**src/rtl/addsub_rr_arbiter.sv**
```systemverilog
// Round-robin front end that time-shares one external 4-bit add/sub unit among
// NUM_REQ requesters and returns each result with its requester ID.
module addsub_rr_arbiter #(
  parameter int NUM_REQ = 4,
  parameter int ID_W    = 2
) (
  input  logic                   i_clk,
  input  logic                   i_rst_n,
  input  logic [NUM_REQ-1:0]     i_req_valid,
  output logic [NUM_REQ-1:0]     o_req_ready,
  input  logic [4*NUM_REQ-1:0]   i_req_a,
  input  logic [4*NUM_REQ-1:0]   i_req_b,
  input  logic [NUM_REQ-1:0]     i_req_mode,
  output logic [3:0]             o_alu_a,
  output logic [3:0]             o_alu_b,
  output logic                   o_alu_mode,
  input  logic [3:0]             i_alu_result,
  input  logic                   i_alu_cout,
  output logic                   o_rsp_valid,
  input  logic                   i_rsp_ready,
  output logic [ID_W-1:0]        o_rsp_id,
  output logic [3:0]             o_rsp_result,
  output logic                   o_rsp_cout,
  output logic                   o_rsp_ovf
);

  typedef enum logic [1:0] {S_IDLE, S_EXEC, S_RESP} state_t;

  state_t            r_state;
  state_t            w_state_next;
  logic [ID_W-1:0]   r_last_grant;
  logic [3:0]        r_alu_a;
  logic [3:0]        r_alu_b;
  logic              r_alu_mode;
  logic [ID_W-1:0]   r_rsp_id;
  logic [3:0]        r_rsp_result;
  logic              r_rsp_cout;
  logic              r_rsp_ovf;

  logic [ID_W-1:0]   w_cand [NUM_REQ];
  logic [NUM_REQ-1:0] w_cand_valid;
  logic [3:0]        w_a [NUM_REQ];
  logic [3:0]        w_b [NUM_REQ];
  logic              w_grant_vld;
  logic [ID_W-1:0]   w_grant_id;
  logic              w_accept;

  // w_cand[k] is the requester examined k-th, starting just after the last grant
  genvar gi;
  generate
    for (gi = 0; gi < NUM_REQ; gi++) begin : g_req
      assign w_cand[gi]       = ID_W'((32'(r_last_grant) + 32'(gi) + 32'd1) % 32'(NUM_REQ));
      assign w_cand_valid[gi] = i_req_valid[w_cand[gi]];
      assign w_a[gi]          = i_req_a[4*gi +: 4];
      assign w_b[gi]          = i_req_b[4*gi +: 4];
      assign o_req_ready[gi]  = (r_state == S_IDLE) && w_grant_vld && (w_grant_id == ID_W'(gi));
    end
  endgenerate

  // Scan from the back so the earliest valid candidate wins
  always_comb begin
    w_grant_vld = 1'b0;
    w_grant_id  = '0;
    for (int k = NUM_REQ - 1; k >= 0; k--) begin
      if (w_cand_valid[k]) begin
        w_grant_vld = 1'b1;
        w_grant_id  = w_cand[k];
      end
    end
  end

  assign w_accept = (r_state == S_IDLE) && w_grant_vld;

  always_ff @(posedge i_clk or negedge i_rst_n) begin
    if (!i_rst_n) begin
      r_state <= S_IDLE;
    end else begin
      r_state <= w_state_next;
    end
  end

  always_comb begin
    w_state_next = r_state;
    case (r_state)
      S_IDLE:  if (w_grant_vld) w_state_next = S_EXEC;
      S_EXEC:  w_state_next = S_RESP;
      S_RESP:  if (i_rsp_ready) w_state_next = S_IDLE;
      default: w_state_next = S_IDLE;
    endcase
  end

  always_ff @(posedge i_clk or negedge i_rst_n) begin
    if (!i_rst_n) begin
      r_last_grant <= ID_W'(NUM_REQ - 1);
      r_alu_a      <= '0;
      r_alu_b      <= '0;
      r_alu_mode   <= 1'b0;
      r_rsp_id     <= '0;
      r_rsp_result <= '0;
      r_rsp_cout   <= 1'b0;
      r_rsp_ovf    <= 1'b0;
    end else begin
      if (w_accept) begin
        r_alu_a      <= w_a[w_grant_id];
        r_alu_b      <= w_b[w_grant_id];
        r_alu_mode   <= i_req_mode[w_grant_id];
        r_rsp_id     <= w_grant_id;
        r_last_grant <= w_grant_id;
      end
      if (r_state == S_EXEC) begin
        r_rsp_result <= i_alu_result;
        r_rsp_cout   <= i_alu_cout;
        // Subtract flips B's sign: overflow when effective operand signs agree but result sign differs
        r_rsp_ovf    <= (r_alu_a[3] == (r_alu_b[3] ^ r_alu_mode)) && (i_alu_result[3] != r_alu_a[3]);
      end
    end
  end

  assign o_alu_a      = r_alu_a;
  assign o_alu_b      = r_alu_b;
  assign o_alu_mode   = r_alu_mode;
  assign o_rsp_valid  = (r_state == S_RESP);
  assign o_rsp_id     = r_rsp_id;
  assign o_rsp_result = r_rsp_result;
  assign o_rsp_cout   = r_rsp_cout;
  assign o_rsp_ovf    = r_rsp_ovf;

endmodule

```
**config.mk**
```make
export PLATFORM = sky130hd
export DESIGN_NAME = addsub_rr_arbiter
export DESIGN_NICKNAME = d
export VERILOG_FILES = /design/src/rtl/addsub_rr_arbiter.sv
export SDC_FILE = /design/constraint.sdc
export NUM_CORES = 1
export LEC_CHECK = 0
export BUFFER_PORTS_ARGS = -buffer_cell sky130_fd_sc_hd__buf_2
export CAP_MARGIN = 20
export CORE_MARGIN = 1.5
export CORE_UTILIZATION = 40
export CTS_CLUSTER_DIAMETER = 60
export CTS_CLUSTER_SIZE = 25
export DETAILED_ROUTE_END_ITERATION = 6
export PLACE_DENSITY = 0.85
export SLEW_MARGIN = 0
export SYNTH_ARGS = -nofsm -noshare
export SYNTH_HDL_FRONTEND = slang
export SYNTH_SLANG_ARGS = --single-unit
```
**constraint.sdc**
```tcl
create_clock -name i_clk -period 3.3 [get_ports i_clk]
set_input_delay 0.165 -clock i_clk [delete_from_list [all_inputs] [get_ports i_clk]]
set_output_delay 0.165 -clock i_clk [all_outputs]
set_load 0.005 [all_outputs]
```
* Yosys cells after proc, flatten, opt, wreduce, memory -nomap -nowiden
Cells that the tools add are included.
Word-level totals: input port bits 48, output and inout port bits 22, word-level logic and storage cells 68, flip-flop bits (word level) 21
Operators by class: bitwise operators 2, reduce and logical (&&, ||, !) cells 9, eq/ne operators 9, multiplexer cells 27, add/subtract/negate cells 6, $lt $le $gt $ge 6
Operators by type and width (number):
- $bmux 4 s2 | 2
- $mux 4 | 4
- $lt 2x3->1 const B | 5
- $mux 2 | 6
- $bmux 1 s2 | 5
- $mux 1 | 9
- $add 2x1->2 const B | 4
- $eq 2x2->1 const B | 3
- $logic_and 1x1->1 | 6
- $pmux 2 s3 | 1
- $add 2x2->2 const B | 2
- $eq 2x1->1 const B | 2
- $logic_not 2->1 | 2
- $ge 3x3->1 const B | 1
- $not 2->3 | 1
- $ne 2x1->1 const B | 1
- $ne 2x2->1 const B | 1
- $reduce_and 2->1 | 1
- $eq 1x1->1 | 1
- $ne 1x1->1 | 1
- $xor 1x1->1 | 1

* Depth between registers and ports, before layout
Gate-level depths: netlist of run 1.
depth in word-level cells 12, gate-level depth with buffers 6, mapped depth without buffers 5

* Least setup slack after synthesis of run 1
OpenSTA, ideal clock, no wires.
path kind register to register, start reg r_last_grant[0], end reg r_alu_a[0], in the netlist o_alu_a[0], buffers on the path 1, data required time 3158 ps, library setup time 142 ps, data arrival time 1578 ps, cell stages (with the launch flop) 7, path slack 1580 ps, clock period less this slack 1720 ps, path through dfstp_2 nand2b_1 o21ai_2 a211oi_4 buf_6 mux2i_1 o221ai_1
Between the ends: cells in the longest elaborated chain, start to end 12, elaborated cells on any way between the ends 27, those cells by class add/sub: 6; mux: 19; bitwise: 1; reduce/logical: 1
Ends and longest elaborated chain:
- start: declaration | line 31 | logic [ID_W-1:0] r_last_grant;
- start signal: assignment | line 94 | r_last_grant <= ID_W'(NUM_REQ - 1);
- start signal: assignment | line 108 | r_last_grant <= w_grant_id;
- $add 2x2->2 | line 52 | assign w_cand[gi] = ID_W'((32'(r_last_grant) + 32'(gi) + 32'd1) % 32'(NUM_REQ));
- $add 2x1->2 | line 52
- $bmux 1 s2 | line 53 | assign w_cand_valid[gi] = i_req_valid[w_cand[gi]];
- $mux 1 (implied by the code) | line 53
- $mux 2 (4 in a row) | line 65 | if (w_cand_valid[k]) begin
- $not 2->3 (implied by the code) | line 104 | r_alu_a <= w_a[w_grant_id];
- $bmux 4 s2 | line 104
- $mux 4 (implied by the code) (2 in a row) | line 104
- end signal: assignment | line 104
- end: declaration | line 32 | logic [3:0] r_alu_a;
Several ways; a longest one is shown, not always the timed one. The select of a mux whose other input is x is not followed. A chain may end at the register's enable or synchronous reset.

* Worst setup path after layout of run 1
start reg r_state[1], end out o_req_ready[2]
Between the ends: cells in the longest elaborated chain, start to end 3
Ends and longest elaborated chain:
- start: declaration | line 29 | state_t r_state;
- start signal: assignment | line 78 | r_state <= w_state_next;
- $logic_not 2->1 | line 56 | assign o_req_ready[gi] = (r_state == S_IDLE) && w_grant_vld && (w_grant_id == ID_W'(gi));
- $logic_and 1x1->1 (2 in a row) | line 56
- end: declaration | line 10 | output logic [NUM_REQ-1:0] o_req_ready,
No other way between the ends.

==> results of run 1 <==
[synthesized netlist by cell type (all sizes together)]
cell type and instances:
a211o 1, nor3b 1, dfrtp 19, xnor2 1
a211oi 1, nand2 15, a21oi 4, inv 4
mux2i 18, nor2 9, nand2b 6, mux2 5
o21ai 3, o221ai 10, nor3 1, clkbuf 4
dfstp 2, buf 2, nor2b 1, nand3b 1
[flip-flops by register name (all words and copies together) (netlist names)]
signal        count
o_alu_a           4
o_alu_b           4
o_rsp_result      4
o_rsp_id          2
r_last_grant      2
r_state           2
o_alu_mode        1
o_rsp_cout        1
o_rsp_ovf         1
[worst min-delay path by stage]
stage                          startpoint               to  slack (ps)  cells after the start
after floorplan                   i_rst_n       o_alu_a[0]        -130                      0
after CTS                     i_rsp_ready       r_state[1]          50                      2
final                         i_rsp_ready       r_state[1]          50                      2
after detailed placement          i_rst_n      o_rsp_id[1]         140                      1
after global routing      i_alu_result[1]  o_rsp_result[1]          80                      2
after global placement            i_rst_n      o_rsp_id[1]         140                      1
[final cells by class]
| cell class | count | area share |
|---|---|---|
| clock buffer | 3 | 0.0147 |
| inverter | 4 | 0.00980 |
| clock inverter | 1 | 0.00490 |
| multi-input combinational | 77 | 0.364 |
| tap | 31 | 0.0253 |
| timing repair buffer | 71 | 0.237 |
| sequential | 21 | 0.344 |
[power groups by stage]
stage	Clock, mW	Combinational (mW)	Sequential [mW]
final	0.122	0.660	0.482
after detailed placement	0	0.669	0.485
after CTS	0.126	0.667	0.482
after global routing	0.136	0.734	0.500
after floorplan	0	0.453	0.484
after global placement	0	0.647	0.479
[cells by family after synthesis]
| logic type | Yosys count | share of synthesized area |
|---|---|---|
| AO/OA/AOI/OAI | 19 | 0.139 |
| AND/OR/NAND/NOR | 34 | 0.135 |
| multiplexers | 23 | 0.207 |
| buffers and inverters | 10 | 0.0493 |
| XOR/XNOR | 1 | 0.00767 |
| flip-flops | 21 | 0.462 |
[metal layers]
layer,GRT usage,share of wire,up-vias
met5,0,0,-
met4,0.0476,0.0051,0
met3,0.0438,0.089,2
met2,0.307,0.50,53
met1,0.224,0.41,498
li1,-,-,522
[repair_timing]
item,in CTS,in global routing
gates resized for setup,0,0
hold buffers,1,0
endpoints found under the setup margin,0,0
endpoints found under the hold margin,19,0
[per-stage QoR]
| stage | setup slack, ps | hold slack (ps) | instances |
|---|---|---|---|
| after floorplan | 1580 | -131 | 108 |
| after global placement | 1450 | 140 | 203 |
| after detailed placement | 1420 | 140 | 203 |
| after CTS | 1120 | 47.8 | 208 |
| after global routing | 1010 | 76.9 | 208 |
| final | 1120 | 52.6 | 208 |
==> impl_metrics.tcl, run 1 <==
set metrics [dict create \
    p_int_mw 0.764 \
    timing.critical_path.from_type "flip-flop" \
    synth_area_leader_cell "sky130_fd_sc_hd__dfrtp_1" \
    fin_total_pwr_mw 1.26 \
    antennaDiodeCount 0 \
    gr-total-overflow 0 \
    category_of_cells_accounting_for_the_largest_share_of_critical_path_delay "simple AND/OR/NAND/NOR gates" \
    flow.area_growth_from_synthesis_pct 34.2 \
    syn_area_um2 1140 \
    final_cell_mix "sky130_fd_sc_hd__buf_2 (69), sky130_fd_sc_hd__dfrtp_1 (19), sky130_fd_sc_hd__mux2i_1 (18)" \
    final_hold_viol_count 0 \
    status "complete, no violations" \
    totalNegativeSetupSlack_ps 0 \
    setup_viol_count_final 0 \
    cp.buffers_inverters 2 \
    register_area_um2 528 \
    clockPowerShare 0.096 \
    synth_cell_type_count 24 \
    critical_path_cell_count 5 \
    clock-sinks 21 \
    setup.worst_path.start "r_state[1]" \
    place.port_buffers 69 \
    dp_hpwl_mm 2.22 \
    multiInputGateArea_um2 558 \
    critical_path_required_ps 3130 \
    post_route_cells_drive_above_1_share 0.486 \
    transition_time_of_the_tightest_slew_check_pin_ps 502 \
    grt_first_pass_wirelength_mm 4.49 \
    synth_seq_cells 21 \
    crit-reg2reg-capture "o_alu_b[3]" \
    cts_htree_levels 1 \
    path_max_fanout 13 \
    timing.setup.critical_path_class "flip-flop to output pin" \
    ant_nets 0 \
    vias_per_cell 5.17 \
    clock_tree.buffer_depth 2 \
    filler_cell_count_in_the_final_layout 248 \
    hold_path_class "input port to flip-flop" \
    path_clk_slew_ps 120 \
    boundaryPins 70 \
    seq_power_share 0.381 \
    slowest_stage "sky130_fd_sc_hd__a211o_1" \
    detail_route.drc_violations 0 \
    p_sw_frac 0.396 \
    synth.top_cells.by_area "sky130_fd_sc_hd__dfrtp_1 (42%), sky130_fd_sc_hd__mux2i_1 (16%), sky130_fd_sc_hd__o221ai_1 (7.7%)" \
    post_drt_wl_per_cell_um 13.1 \
    cap_violations 0 \
    fraction_of_the_yosys_area_taken_by_sequential_cells 0.462 \
    fmax_mhz 459 \
    maxSlewViolCount 0 \
    timing.reg2reg.worst_path_depth 6 \
    clock_network_latency_to_the_later_pin_of_the_worst_skew_pair_ps 300 \
    drtIter0Drc 24 \
    grt_pass1_vias 1036 \
    die_h_um 56.4 \
    synth.top_cell.area_share 0.416 \
    grt_setup_unrepaired "no" \
    synth.net_count 156 \
    start_util 0.418 \
    timing.final.crit_share 0.660 \
    post-route-min-period_ps 2180 \
    setup.worst_path.end_class "output pin" \
    post_synth_inst_count 108 \
    number_of_cts_inserted_buffers 3 \
    die_w_um 56.4 \
    number_of_antenna_violations_at_the_first_check_in_global_routing 0 \
    worst_slew_margin_rel 0.666 \
    post_dp_cell_area_um2 1490 \
    firstDrtPassIters 4 \
    crit_path_cell_trace "a211o_1 -> inv_2 -> nand2b_1 -> nor2_1 -> buf_2" \
    std_cell_rows 19 \
    rrSetupSlack_ps 1420 \
    setup.worst_path.end "o_req_ready[2]" \
    r2r_start "r_last_grant[0]" \
    avgSynthCellArea_um2 10.6 \
    stdcell_area_um2 1530 \
    global_route.usage.total 0.179 \
    num_vias 1075 \
    p_comb_frac 0.522 \
    gpl.final_weighted_congestion 0.813 \
    nNetsFinal 226 \
    clockRootBuffer "sky130_fd_sc_hd__clkbuf_4" \
    critical-path-max-stage-delay_ps 450 \
    die_area_um2 3190 \
    power.ir.vdd_worst_v 0.000430 \
    fp.coreArea_um2 2730 \
    switching_power_mw 0.500 \
    post-route-util 0.561 \
    power_density_nw_per_um2 825 \
    crit_path_arrival_time_ps 2010 \
    cts_tree "built" \
    pin_count_of_the_biggest_net_entering_global_routing 24 \
    most_common_cell_after_layout_fill_and_taps_aside "sky130_fd_sc_hd__buf_2" \
    layout_skew_ps 9.96 \
    synthesis.yosys.warnings 0 \
    postRouteWirelength_mm 2.73 \
    p_leak_nw 0.825 \
    cts_post_setup_buffers_inserted 0 \
]
Power figures use the tool's default switching activity.
==> run 2: changes to the inputs <==
--- a/config.mk
+++ b/config.mk
@@ -8,7 +8,7 @@
 export BUFFER_PORTS_ARGS = -buffer_cell sky130_fd_sc_hd__buf_2
 export CAP_MARGIN = 20
 export CORE_MARGIN = 1.5
-export CORE_UTILIZATION = 40
+export CORE_UTILIZATION = 38
 export CTS_CLUSTER_DIAMETER = 60
 export CTS_CLUSTER_SIZE = 25
 export DETAILED_ROUTE_END_ITERATION = 6
==> constraint.sdc (replaced) <==
create_clock -name i_clk -period 1.9 [get_ports i_clk]
set_input_delay 0.095 -clock i_clk [delete_from_list [all_inputs] [get_ports i_clk]]
set_output_delay 0.095 -clock i_clk [all_outputs]
set_load 0.005 [all_outputs]
==> impl_metrics.tcl, run 2 (same netlist as run 1, synthesis figures left out) <==
set metrics [dict create \
    status "finished with violations" \
    failing_checks "design-rule violations" \
    grt_first_pass_wirelength_mm 4.71 \
    num_vias 1129 \
    die_h_um 57.8 \
    grt_pass1_vias 1110 \
    post-route-min-period_ps 1840 \
    firstDrtPassIters 6 \
    cts_tree "built" \
    cp.buffers_inverters 3 \
    r2r_start "r_last_grant[0]" \
    nNetsFinal 240 \
    clock_network_latency_to_the_later_pin_of_the_worst_skew_pair_ps 310 \
    slowest_stage "sky130_fd_sc_hd__dfstp_2" \
    hold_start "i_alu_cout" \
    grt_setup_unrepaired "yes" \
    maxSlewViolCount 0 \
    crit_path_arrival_time_ps 1750 \
    cts_htree_levels 1 \
    filler_cell_count_in_the_final_layout 248 \
    worst_slew_margin_rel 0.691 \
    timing.reg2reg.worst_path_depth 6 \
    path_max_fanout 10 \
    detail_route.drc_violations 2 \
    gpl.final_weighted_congestion 0.803 \
    timing.critical_path.from_type "flip-flop" \
    die_w_um 57.8 \
    power.ir.vdd_worst_v 0.000803 \
    final_hold_viol_count 0 \
    cap_violations 0 \
    fin_total_pwr_mw 2.53 \
    transition_time_of_the_tightest_slew_check_pin_ps 463 \
    holdPathStages 2 \
    clock_tree.buffer_depth 2 \
    category_of_cells_accounting_for_the_largest_share_of_critical_path_delay "flip-flops" \
    crit-reg2reg-capture "o_alu_b[3]" \
    drtIter0Drc 19 \
    die_area_um2 3340 \
    layout_skew_ps 10.4 \
    p_leak_nw 0.928 \
    clockRootBuffer "sky130_fd_sc_hd__clkbuf_4" \
    number_of_cts_inserted_buffers 3 \
    start_util 0.407 \
    power_density_nw_per_um2 1480 \
    timing.final.crit_share 0.971 \
    global_route.usage.total 0.182 \
    postRouteWirelength_mm 3.08 \
    std_cell_rows 19 \
    totalNegativeSetupSlack_ps 0 \
    flow.area_growth_from_synthesis_pct 49.3 \
    number_of_antenna_violations_at_the_first_check_in_global_routing 0 \
    pin_count_of_the_biggest_net_entering_global_routing 22 \
    antennaDiodeCount 0 \
    place.port_buffers 69 \
    setup_viol_count_final 0 \
    clock-sinks 21 \
    path_clk_slew_ps 130 \
    vias_per_cell 5.09 \
    dp_hpwl_mm 2.15 \
    ant_nets 0 \
    setup.worst_path.end_class "output pin" \
    hold-worst-slack_ps 9.77 \
    rrSetupSlack_ps 90 \
    hold_path_class "input port to flip-flop" \
    fp.coreArea_um2 2810 \
    fmax_mhz 542 \
    post_route_cells_drive_above_1_share 0.534 \
    final_cell_mix "sky130_fd_sc_hd__buf_2 (69), sky130_fd_sc_hd__dfrtp_1 (19), sky130_fd_sc_hd__mux2i_1 (18)" \
    crit_path_cell_trace "nand2b_4 -> o21ai_2 -> a211oi_4 -> buf_12 -> inv_2 -> nor2_1 -> buf_2" \
    critical-path-max-stage-delay_ps 570 \
    timing.setup.critical_path_class "flip-flop to output pin" \
    boundaryPins 70 \
    post_drt_wl_per_cell_um 13.9 \
    gr-total-overflow 0 \
    most_common_cell_after_layout_fill_and_taps_aside "sky130_fd_sc_hd__buf_2" \
    critical_path_cell_count 7 \
    critical_path_required_ps 1800 \
    worstHoldEndpoint "o_rsp_cout" \
]
==> run 2: changes by cell type in the layout (fill, tap and decap cells not counted), moves of 2 or more <==
cell	change
sky130_fd_sc_hd__buf_4	+10
sky130_fd_sc_hd__nand2b_1	-3
sky130_fd_sc_hd__dlygate4sd3_1	+2
sky130_fd_sc_hd__nand2b_4	+3
==> run 2: area by class of cell <==
type                       instances  area, µm²  share of cell area
inverter                           4       15.0             0.00880
timing repair buffer              85        510               0.299
tap                               31       38.8              0.0227
sequential                        21        528               0.310
clock inverter                     1       7.51             0.00440
multi-input combinational         77        583               0.342
clock buffer                       3       22.5              0.0132
==> run 2: metal layers <==
layer,routed length [µm],GRT usage,vias up
met3,160,0.0290,4
met2,1630,0.333,45
li1,-,-,552
met4,33,0.0598,0
met5,0,0,-
met1,1260,0.216,528
==> run 2: what timing repair did <==
item	4_1_cts	5_1_grt
setup buffers	0	10
hold endpoints to repair	20	1
resized for setup	2	3
hold buffers	2	1
pin swaps	1	2
endpoints found under the setup margin	4	8
gates cloned	1	0
==> run 2: worst max path at each step <==
stage,from,to,slack (ps)
2_1_floorplan,r_last_grant[0],o_alu_a[0],180
3_3_place_gp,r_last_grant[0],o_alu_b[2],210
3_5_place_dp,r_last_grant[0],o_alu_b[2],110
4_1_cts,r_last_grant[0],o_req_ready[0],0.4
5_1_grt,r_last_grant[0],o_req_ready[2],-30
6_report,r_last_grant[0],o_req_ready[0],60
==> run 2: where the power goes <==
part / switching, mW / internal (mW)
clock network: 0.141 / 0.0801
logic: 0.665 / 0.809
registers: 0.145 / 0.689
==> run 2: through the flow <==
step / cells / instance area, µm² / util / worst slack, ps
floorplan: 108 / 1140 / - / 180
global placement: 204 / 1510 / 0.539 / 211
detailed placement: 204 / 1510 / 0.539 / 114
CTS: 211 / 1600 / 0.570 / 0.351
global route: 222 / 1710 / 0.608 / -29.6
finish: 222 / 1710 / 0.608 / 55.1
==> run 3: changes to the inputs <==
--- a/config.mk
+++ b/config.mk
@@ -6,13 +6,14 @@
 export NUM_CORES = 1
 export LEC_CHECK = 0
 export BUFFER_PORTS_ARGS = -buffer_cell sky130_fd_sc_hd__buf_2
-export CAP_MARGIN = 20
+export CELL_PAD_IN_SITES_DETAIL_PLACEMENT = 1
+export CELL_PAD_IN_SITES_GLOBAL_PLACEMENT = 2
 export CORE_MARGIN = 1.5
-export CORE_UTILIZATION = 38
+export CORE_UTILIZATION = 21
 export CTS_CLUSTER_DIAMETER = 60
 export CTS_CLUSTER_SIZE = 25
 export DETAILED_ROUTE_END_ITERATION = 6
-export PLACE_DENSITY = 0.85
+export PLACE_DENSITY = 0.84
 export SLEW_MARGIN = 0
 export SYNTH_ARGS = -nofsm -noshare
 export SYNTH_HDL_FRONTEND = slang
==> impl_metrics.tcl, run 3 (same netlist as run 1, synthesis figures left out) <==
set metrics [dict create \
    setup_viol_count_final 0 \
    hold_path_class "input port to flip-flop" \
    num_vias 1104 \
    postRouteWirelength_mm 3.39 \
    layout_skew_ps 0.797 \
    firstDrtPassIters 6 \
    dp_hpwl_mm 2.71 \
    ant_nets 0 \
    finalNonFillerCells 254 \
    start_util 0.221 \
    std_cell_rows 26 \
    nNetsFinal 233 \
    detail_route.drc_violations 0 \
    global_route.usage.total 0.120 \
    fp.coreArea_um2 5170 \
    timing.critical_path.from_type "flip-flop" \
    number_of_cts_inserted_buffers 3 \
    pin_count_of_the_biggest_net_entering_global_routing 22 \
    cts_htree_levels 1 \
    status "complete, no violations" \
    power.ir.vdd_worst_v 0.000397 \
    clock_tree.buffer_depth 2 \
    timing.final.crit_share 0.947 \
    finalWorstSetupSlack_ps 101 \
    most_common_cell_after_layout_fill_and_taps_aside "sky130_fd_sc_hd__buf_2" \
    final_hold_viol_count 0 \
    category_of_cells_accounting_for_the_largest_share_of_critical_path_delay "flip-flops" \
    cap_violations 0 \
    antennaDiodeCount 0 \
    boundaryPins 70 \
    post_drt_wl_per_cell_um 13.3 \
    critical-path-max-stage-delay_ps 540 \
    worst_slew_margin_rel 0.672 \
    vias_per_cell 4.35 \
    grt_first_pass_wirelength_mm 5.61 \
    crit_path_arrival_time_ps 1700 \
    die_w_um 76.8 \
    transition_time_of_the_tightest_slew_check_pin_ps 492 \
    drtIter0Drc 46 \
    grt_setup_unrepaired "yes" \
    critical_path_required_ps 1800 \
    clock_network_latency_to_the_later_pin_of_the_worst_skew_pair_ps 260 \
    gr-total-overflow 0 \
    final_cell_mix "sky130_fd_sc_hd__buf_2 (69), sky130_fd_sc_hd__dfrtp_1 (19), sky130_fd_sc_hd__mux2i_1 (18)" \
    cp.buffers_inverters 3 \
    die_area_um2 5890 \
    flow.area_growth_from_synthesis_pct 45.2 \
    path_clk_slew_ps 80 \
    cts_tree "built" \
    timing.setup.critical_path_class "flip-flop to output pin" \
    setup.worst_path.end_class "output pin" \
    slowest_stage "sky130_fd_sc_hd__dfstp_2" \
    clock-sinks 21 \
    place.port_buffers 69 \
    fmax_mhz 556 \
    clockRootBuffer "sky130_fd_sc_hd__clkbuf_8" \
    post-place-ws_ps 127 \
    post-route-min-period_ps 1800 \
    maxSlewViolCount 0 \
    path_max_fanout 6 \
    p_leak_nw 0.871 \
    number_of_antenna_violations_at_the_first_check_in_global_routing 0 \
    filler_cell_count_in_the_final_layout 622 \
    dp.cells 247 \
    gpl.final_weighted_congestion 0.771 \
    crit_path_cell_trace "nand2b_1 -> o21ai_2 -> a211oi_4 -> buf_6 -> inv_2 -> nor2_1 -> buf_2" \
    die_h_um 76.8 \
    power_density_nw_per_um2 1460 \
    post_route_cells_drive_above_1_share 0.516 \
    grt_pass1_vias 1163 \
]
-- run 3: final cells by class --
class	instances	area [µm²]	area share
Multi-Input combinational cell	77	563	0.339
Sequential cell	21	528	0.318
Timing Repair Buffer	78	419	0.253
Tap cell	70	87.6	0.0528
Clock buffer	3	41.3	0.0249
Inverter	4	15.0	0.00905
Clock inverter	1	5.00	0.00302
-- run 3: per-stage QoR --
step                hold WS, ps  power, mW  cell area, µm²  setup TNS (ps)   util
CTS                        44.6       2.44            1640               0  0.317
global route               53.2       2.65            1660           -19.0  0.321
finish                     43.2       2.42            1660               0  0.321
detailed placement         98.0       2.12            1580               0  0.305
global placement           97.7       2.08            1580               0  0.305
floorplan                  -201       1.63            1140               0      -
-- run 3: report_power, final --
part | switching (mW) | leakage, nW | internal [mW]
logic | 0.639 | 0.594 | 0.654
clock network | 0.147 | 0.0255 | 0.146
registers | 0.140 | 0.251 | 0.690
total | 0.926 | 0.871 | 1.49
-- run 3: worst paths after layout --
path	end	cells past startpoint	slack [ps]	startpoint
setup / recovery	o_req_ready[0]	7	100	r_last_grant[0]
hold / removal	r_state[1]	2	40	i_rsp_ready
setup reg to reg	o_alu_mode	6	120	r_last_grant[0]
hold reg to reg	o_rsp_id[1]	2	480	o_rsp_id[1]
max in group asynchronous	r_last_grant[0]	2	1210	i_rst_n
min in group asynchronous	r_state[1]	2	330	i_rst_n
-- run 3: timing repair --
item,4_1_cts,5_1_grt
hold endpoints to repair,19,0
setup endpoints to repair,1,7
gates cloned,0,0
setup buffers,0,2
hold buffers,1,0
resized for setup,1,2
-- run 3: layer usage --
layer  vias up  global-route usage  part of all wire
met5         -                   0                 0
met4         0              0.0167            0.0050
met3         2              0.0381             0.079
met2        48               0.196              0.46
met1       517               0.156              0.45
li1        537                   -                 -
-- run 3: worst register-to-register path, cell delays in order (launching register included) --
cell                       delay, ps
sky130_fd_sc_hd__dfstp_2         540
sky130_fd_sc_hd__nand2b_1        130
sky130_fd_sc_hd__o21ai_2          80
sky130_fd_sc_hd__a211oi_4        290
sky130_fd_sc_hd__buf_4           250
sky130_fd_sc_hd__mux2i_1         220
sky130_fd_sc_hd__o221ai_1        140
